File: src/rtl/elev_pkg.sv
// -----------------------------------------------------------------------------
// elev_pkg
// Shared definitions for the elevator request-latch slice.
//   NUM_FLOORS         number of served floors
//   DB_CYCLES_DEFAULT  default debounce length. Used only when the
//                      BTN_DEBOUNCE_EN macro is defined.
//   floor_t            2-bit floor index, 0 = floor 1
//   floor_state_e      floor-tracking FSM states
//   count_ones()       population count of a sensor vector
//   onehot_index()     index of the set bit in a one-hot sensor vector
// -----------------------------------------------------------------------------
package elev_pkg;

    localparam int NUM_FLOORS        = 4;
    localparam int DB_CYCLES_DEFAULT = 4;

    typedef logic [1:0] floor_t;

    typedef enum logic [1:0] {
        UNKNOWN  = 2'd0,
        AT_FLOOR = 2'd1,
        BETWEEN  = 2'd2,
        FAULT    = 2'd3
    } floor_state_e;

    function automatic logic [2:0] count_ones(input logic [NUM_FLOORS-1:0] v);
        logic [2:0] cnt;
        cnt = '0;
        for (int i = 0; i < NUM_FLOORS; i++) begin
            cnt = cnt + 3'(v[i]);
        end
        return cnt;
    endfunction

    // Only meaningful when exactly one bit is set.
    function automatic floor_t onehot_index(input logic [NUM_FLOORS-1:0] v);
        floor_t idx;
        idx = '0;
        for (int i = 0; i < NUM_FLOORS; i++) begin
            if (v[i]) begin
                idx = floor_t'(i);
            end
        end
        return idx;
    endfunction

endpackage

File: src/rtl/btn_channel.sv
// -----------------------------------------------------------------------------
// btn_channel
// One call-button channel. It holds a 2-flop synchronizer, an optional
// debounce counter and the pending-request bit.
// Optional feature: define BTN_DEBOUNCE_EN to add a 4-bit saturating debounce
// counter. The pending bit then sets only after DB_CYCLES consecutive
// synchronized-high cycles.
// Ports:
//   clk    rising-edge clock
//   reset  asynchronous active-low reset
//   btn    raw asynchronous button level
//   clr    service clear for this floor. It wins over a simultaneous set.
//   pend   registered pending-request bit
// -----------------------------------------------------------------------------
module btn_channel
    import elev_pkg::*;
#(
    parameter int DB_CYCLES = DB_CYCLES_DEFAULT
) (
    input  logic clk,
    input  logic reset,
    input  logic btn,
    input  logic clr,
    output logic pend
);

    logic sync_q1;
    logic sync_q2;
    logic set_req;

    // NOTE: the synchronizer flops are reset too, so a button held through
    // reset cannot reach the pending bit before the third edge after release.
    always_ff @(posedge clk or negedge reset) begin
        if (!reset) begin
            sync_q1 <= 1'b0;
            sync_q2 <= 1'b0;
        end else begin
            // NOTE: non-blocking keeps the two stages a true shift register.
            sync_q1 <= btn;
            sync_q2 <= sync_q1;
        end
    end

`ifdef BTN_DEBOUNCE_EN
    localparam logic [3:0] DB_THRESH = 4'(DB_CYCLES);

    logic [3:0] db_cnt;

    // Counts consecutive synchronized-high cycles and saturates at 15.
    always_ff @(posedge clk or negedge reset) begin
        if (!reset) begin
            db_cnt <= '0;
        end else if (!sync_q2) begin
            db_cnt <= '0;
        end else if (db_cnt != 4'hF) begin
            db_cnt <= db_cnt + 4'd1;
        end
    end

    // The registered count reaches DB_CYCLES one edge after the last
    // qualifying sample. The total latency is therefore 2 + DB_CYCLES edges.
    assign set_req = (db_cnt >= DB_THRESH);
`else
    localparam int unused_db_cycles = DB_CYCLES;

    assign set_req = sync_q2;
`endif

    always_ff @(posedge clk or negedge reset) begin
        if (!reset) begin
            pend <= 1'b0;
        end else if (clr) begin
            pend <= 1'b0;
        end else if (set_req) begin
            pend <= 1'b1;
        end
    end

endmodule

File: src/rtl/request_latch.sv
// -----------------------------------------------------------------------------
// request_latch
// Latches elevator hall and car calls until the car services the floor. It
// also tracks the car position from the floor sensors.
// Optional feature: define BTN_DEBOUNCE_EN to debounce every button channel
// for DB_CYCLES cycles. Sensors are never debounced.
// Ports:
//   clk          rising-edge clock
//   reset        asynchronous active-low reset
//   sensor[3:0]  floor sensors. Bit i means the car is level with floor i+1.
//   hall_up[3:0] up-call buttons. Bit 3 is ignored (top floor).
//   hall_dn[3:0] down-call buttons. Bit 0 is ignored (bottom floor).
//   car_call[3:0] in-car floor buttons
//   open_door    door-open command, already in the clk domain
//   req_up/req_dn/req_car[3:0]  pending-request bits
//   any_req      OR of all pending bits (combinational)
//   floor[1:0]   last valid floor index
//   floor_valid  car is level with exactly one floor (AT_FLOOR)
//   sensor_err   sticky illegal-sensor flag, cleared only by reset
// -----------------------------------------------------------------------------
module request_latch
    import elev_pkg::*;
#(
    parameter int DB_CYCLES = DB_CYCLES_DEFAULT
) (
    input  logic                  clk,
    input  logic                  reset,
    input  logic [NUM_FLOORS-1:0] sensor,
    input  logic [NUM_FLOORS-1:0] hall_up,
    input  logic [NUM_FLOORS-1:0] hall_dn,
    input  logic [NUM_FLOORS-1:0] car_call,
    input  logic                  open_door,
    output logic [NUM_FLOORS-1:0] req_up,
    output logic [NUM_FLOORS-1:0] req_dn,
    output logic [NUM_FLOORS-1:0] req_car,
    output logic                  any_req,
    output logic [1:0]            floor,
    output logic                  floor_valid,
    output logic                  sensor_err
);

    logic [NUM_FLOORS-1:0] sensor_q1;
    logic [NUM_FLOORS-1:0] sensor_q2;
    logic [2:0]            sensor_ones;
    logic [NUM_FLOORS-1:0] clr_floor;
    floor_state_e          state;

    // There is no up call on the top floor and no down call on the bottom
    // floor. These button bits are deliberately left unused.
    logic unused_btns;
    assign unused_btns = hall_up[NUM_FLOORS-1] | hall_dn[0];

    // Bare 2-flop synchronizer for the sensor vector.
    always_ff @(posedge clk or negedge reset) begin
        if (!reset) begin
            sensor_q1 <= '0;
            sensor_q2 <= '0;
        end else begin
            sensor_q1 <= sensor;
            sensor_q2 <= sensor_q1;
        end
    end

    assign sensor_ones = count_ones(sensor_q2);

    // Floor tracker. A multi-hot sensor vector is checked first, so it
    // overrides every other transition. FAULT can be left only by reset.
    always_ff @(posedge clk or negedge reset) begin
        if (!reset) begin
            state       <= UNKNOWN;
            floor       <= '0;
            floor_valid <= 1'b0;
            sensor_err  <= 1'b0;
        end else if (state != FAULT) begin
            if (sensor_ones > 3'd1) begin
                state       <= FAULT;
                floor_valid <= 1'b0;
                sensor_err  <= 1'b1;
            end else if (sensor_ones == 3'd1) begin
                state       <= AT_FLOOR;
                floor       <= onehot_index(sensor_q2);
                floor_valid <= 1'b1;
            end else if (state == AT_FLOOR) begin
                state       <= BETWEEN;
                floor_valid <= 1'b0;
            end
        end
    end

    // floor_valid is low in FAULT, which also blocks service clears there.
    for (genvar i = 0; i < NUM_FLOORS; i++) begin : g_clr
        assign clr_floor[i] = open_door & floor_valid & (floor == floor_t'(i));
    end

    for (genvar i = 0; i < NUM_FLOORS; i++) begin : g_floor
        btn_channel #(.DB_CYCLES(DB_CYCLES)) u_car (
            .clk   (clk),
            .reset (reset),
            .btn   (car_call[i]),
            .clr   (clr_floor[i]),
            .pend  (req_car[i])
        );

        if (i != NUM_FLOORS - 1) begin : g_up
            btn_channel #(.DB_CYCLES(DB_CYCLES)) u_up (
                .clk   (clk),
                .reset (reset),
                .btn   (hall_up[i]),
                .clr   (clr_floor[i]),
                .pend  (req_up[i])
            );
        end else begin : g_no_up
            assign req_up[i] = 1'b0;
        end

        if (i != 0) begin : g_dn
            btn_channel #(.DB_CYCLES(DB_CYCLES)) u_dn (
                .clk   (clk),
                .reset (reset),
                .btn   (hall_dn[i]),
                .clr   (clr_floor[i]),
                .pend  (req_dn[i])
            );
        end else begin : g_no_dn
            assign req_dn[i] = 1'b0;
        end
    end

    assign any_req = |{req_up, req_dn, req_car};

endmodule

File: config.mk
export PLATFORM = sky130hd
export DESIGN_NAME = request_latch
export DESIGN_NICKNAME = d
export VERILOG_FILES = /design/src/rtl/elev_pkg.sv /design/src/rtl/btn_channel.sv /design/src/rtl/request_latch.sv
export SDC_FILE = /design/constraint.sdc
export NUM_CORES = 1
export LEC_CHECK = 0
export ABC_AREA = 1
export ABC_CLOCK_PERIOD_IN_PS = 1900
export CAP_MARGIN = 25
export CORE_MARGIN = 2
export CORE_UTILIZATION = 35
export CTS_BUF_LIST = sky130_fd_sc_hd__clkbuf_8
export CTS_CLUSTER_SIZE = 24
export DETAILED_ROUTE_END_ITERATION = 7
export PLACE_DENSITY = 0.73
export SLEW_MARGIN = 15
export SYNTH_ARGS = -nofsm -noshare
export SYNTH_HDL_FRONTEND = slang
export SYNTH_SLANG_ARGS = --single-unit
File: constraint.sdc
create_clock -name clk -period 1.9 [get_ports clk]
set_input_delay 0.38 -clock clk [delete_from_list [all_inputs] [get_ports clk]]
set_output_delay 0.38 -clock clk [all_outputs]
set_load 0.05 [all_outputs]
==> impl_metrics.tcl <==
set metrics [dict create \
    status "complete, no violations" \
    port_buffers 31 \
    drt_iter0_markers 49 \
    syn-instance-count 132 \
    clock.fmax_mhz 531 \
    clk_path_buf_depth 2 \
    cts-buffers-inserted 5 \
    layout_min_cycle_time_ns 1.88 \
    gr-total-overflow 0 \
    cts_num_sinks 44 \
    p_leak_nw 0.885 \
    reg2reg_depth 13 \
    syn_to_final_growth_pct 28.5 \
    start_kind "flip-flop" \
    routabilityCongestion 0.696 \
    clk_latency_ns 0.29 \
    reg2reg_from "sensor_q2[3]" \
    coreArea_um2 4290 \
    yosys-top-cells-count "dfrtp_1, nor2_1, nand2_1" \
    r2r_end "state[1]" \
    root_buffer "clkbuf_8" \
    ys_top_cells_by_area "dfrtp_1, nor2_1, buf_4" \
    drive_above_1_share 0.221 \
    rsz0062_at_grt "yes" \
    hpwl_um 1660 \
    antenna_found_initial 0 \
    cp_slowest_cell "dfrtp_1" \
    synth_top_area_frac 0.713 \
    synth_top_area_cell "dfrtp_1" \
    layout.nets 185 \
    die_y_um 70.4 \
    synthesis.area_um2 1540 \
    cp_slowest_stage_delay_ns 0.39 \
    worstPathCellList "inv_2 -> fa_1 -> inv_1 -> ha_2 -> inv_2 -> ha_4 -> inv_2 -> nand3_4 -> nand2_2 -> nand2_2 -> nand2_1 -> nand2_1 -> nand2_1" \
    required_ns 2.09 \
    grt_pass1_wl_um 3810 \
    synthDistinctLibCells 15 \
    n_antenna_cell 0 \
    die_area_um2 4960 \
    drc 0 \
    clkTransAtPathRegs_ns 0.08 \
    cts_tree "done" \
    synth_edf_count 0 \
    ir_drop_mv 0.528 \
    crit_type "reg -> reg" \
    tightestPinTransition_ns 0.662 \
    fin_worst_skew_ns 0.00755 \
    cp-end-kind "flip-flop" \
    grt_pass1_vias 792 \
    start_util 0.360 \
    yosysWarnings 0 \
    cap_violations 0 \
    finalCritPeriodShare 0.991 \
    first_pass_iters 4 \
    total_power_mw 2.40 \
    wirelength_um 2240 \
    setup_viol 0 \
    cp_data_arrival_time_ns 2.07 \
    grt_max_degree 33 \
    syn_avg_cell_area_um2 11.7 \
    hold_viol 0 \
    async_reset_ff_frac 1.00 \
    cp.buffers_inverters 4 \
    synth.most_common_cell "dfrtp_1" \
    cp_top_family "adder cells" \
    powerDensity_nw_per_um2 1210 \
    ant_nets 0 \
    die_w_um 70.4 \
    synth_ff_type "dfrtp_1" \
    drv_slew 0 \
    fill_cells 381 \
    via_count 879 \
    wl_per_cell_um 10.4 \
    slew_headroom 0.559 \
    fp-row-count 24 \
    cts_setup_buffers 0 \
    seq_area_frac_synth 0.713 \
    hold_path.class "in -> async" \
    rrSetupSlack_ns 0.02 \
    track_usage 0.105 \
    pin_count 36 \
    hold_ws_ns 0.113 \
    viasPerCell 4.09 \
    synth-seq-cells 44 \
    h-tree-depth 2 \
    critPathMaxFanout 3 \
]
[through the flow]
stage / cell area, µm² / setup WS [ns] / setup TNS, ns / util / cells
2_1_floorplan: 1550 / 0.0447 / 0 / - / 133
3_3_place_gp: 1820 / -0.00941 / -0.0169 / 0.423 / 207
3_5_place_dp: 1820 / -0.0712 / -0.150 / 0.423 / 207
4_1_cts: 1970 / 0.00384 / 0 / 0.458 / 215
5_1_grt: 1980 / -0.114 / -0.351 / 0.462 / 215
6_report: 1980 / 0.0175 / 0 / 0.462 / 215
[cell usage in the layout, fill, tap and decap left out, types with 2 or more instances in the layout]
cell type	instances
nor2_1	26
nand2_2	2
conb_1	2
inv_1	10
clkbuf_8	6
clkdlybuf4s50_1	16
buf_4	16
o21ai_0	2
nor3_1	4
o21ai_1	2
inv_2	4
nand2_1	14
dfrtp_1	44
nand3_1	2
[flip-flops by register name (all words and copies together) (netlist names)]
register,count
sensor_q2,4
state,2
g_floor.u_car.sync_q1,4
sensor_err,1
g_floor.g_up.u_up.sync_q1,3
g_floor.u_car.set_req,4
floor,2
g_floor.g_dn.u_dn.set_req,3
g_floor.g_dn.u_dn.sync_q1,3
floor_valid,1
sensor_q1,4
g_floor.g_up.u_up.set_req,3
g_floor.g_dn.u_dn.pend,3
g_floor.g_up.u_up.pend,3
g_floor.u_car.pend,4
[power by group]
group	switching [mW]	leakage [nW]	internal [mW]
clock network	0.306	0.0614	0.430
logic	0.376	0.341	0.181
registers	0.0713	0.483	1.04
total	0.752	0.885	1.65
[worst max-delay path by stage]
stage / to / slack, ns / startpoint / depth (start not counted)
finish: state[1] / 0.02 / sensor_q2[3] / 13
global route: state[1] / -0.11 / sensor_q2[3] / 13
CTS: state[1] / 0.004 / sensor_q2[3] / 13
detailed placement: floor_valid / -0.07 / sensor_q2[0] / 12
global placement: floor_valid / -0.009 / sensor_q2[0] / 12
floorplan: floor_valid / 0.04 / sensor_q2[0] / 12
[final cells by class]
cell class,instances,area (µm²),share of cell area
repair buffers,34,298,0.150
flip-flops and latches,44,1100,0.555
multi-input cells,63,347,0.175
inverters,14,52.6,0.0265
clock inverters,2,38.8,0.0195
clock buffers,6,82.6,0.0416
well taps,52,65.1,0.0328
[cell families after synthesis]
kind of cell    Yosys count  share of synthesized area
compound gates            6                     0.0227
fa+ha+maj                 4                     0.0373
buf+inv                  26                     0.0924
flops                    44                      0.713
other cells               1                    0.00243
simple gates             51                      0.132
[layer usage]
metal,wire length [µm],vias to the layer above,track usage
met5,0,-,0
met4,42,0,0.0513
met3,168,4,0.0505
met2,1040,27,0.149
met1,992,402,0.133
li1,-,446,-
[what timing repair did]
action                                  CTS  global route
gates resized for setup                   9             5
pin swaps                                 1             1
hold buffers                              0             0
endpoints found under the setup margin    3             5
Power figures use the tool's default switching activity.
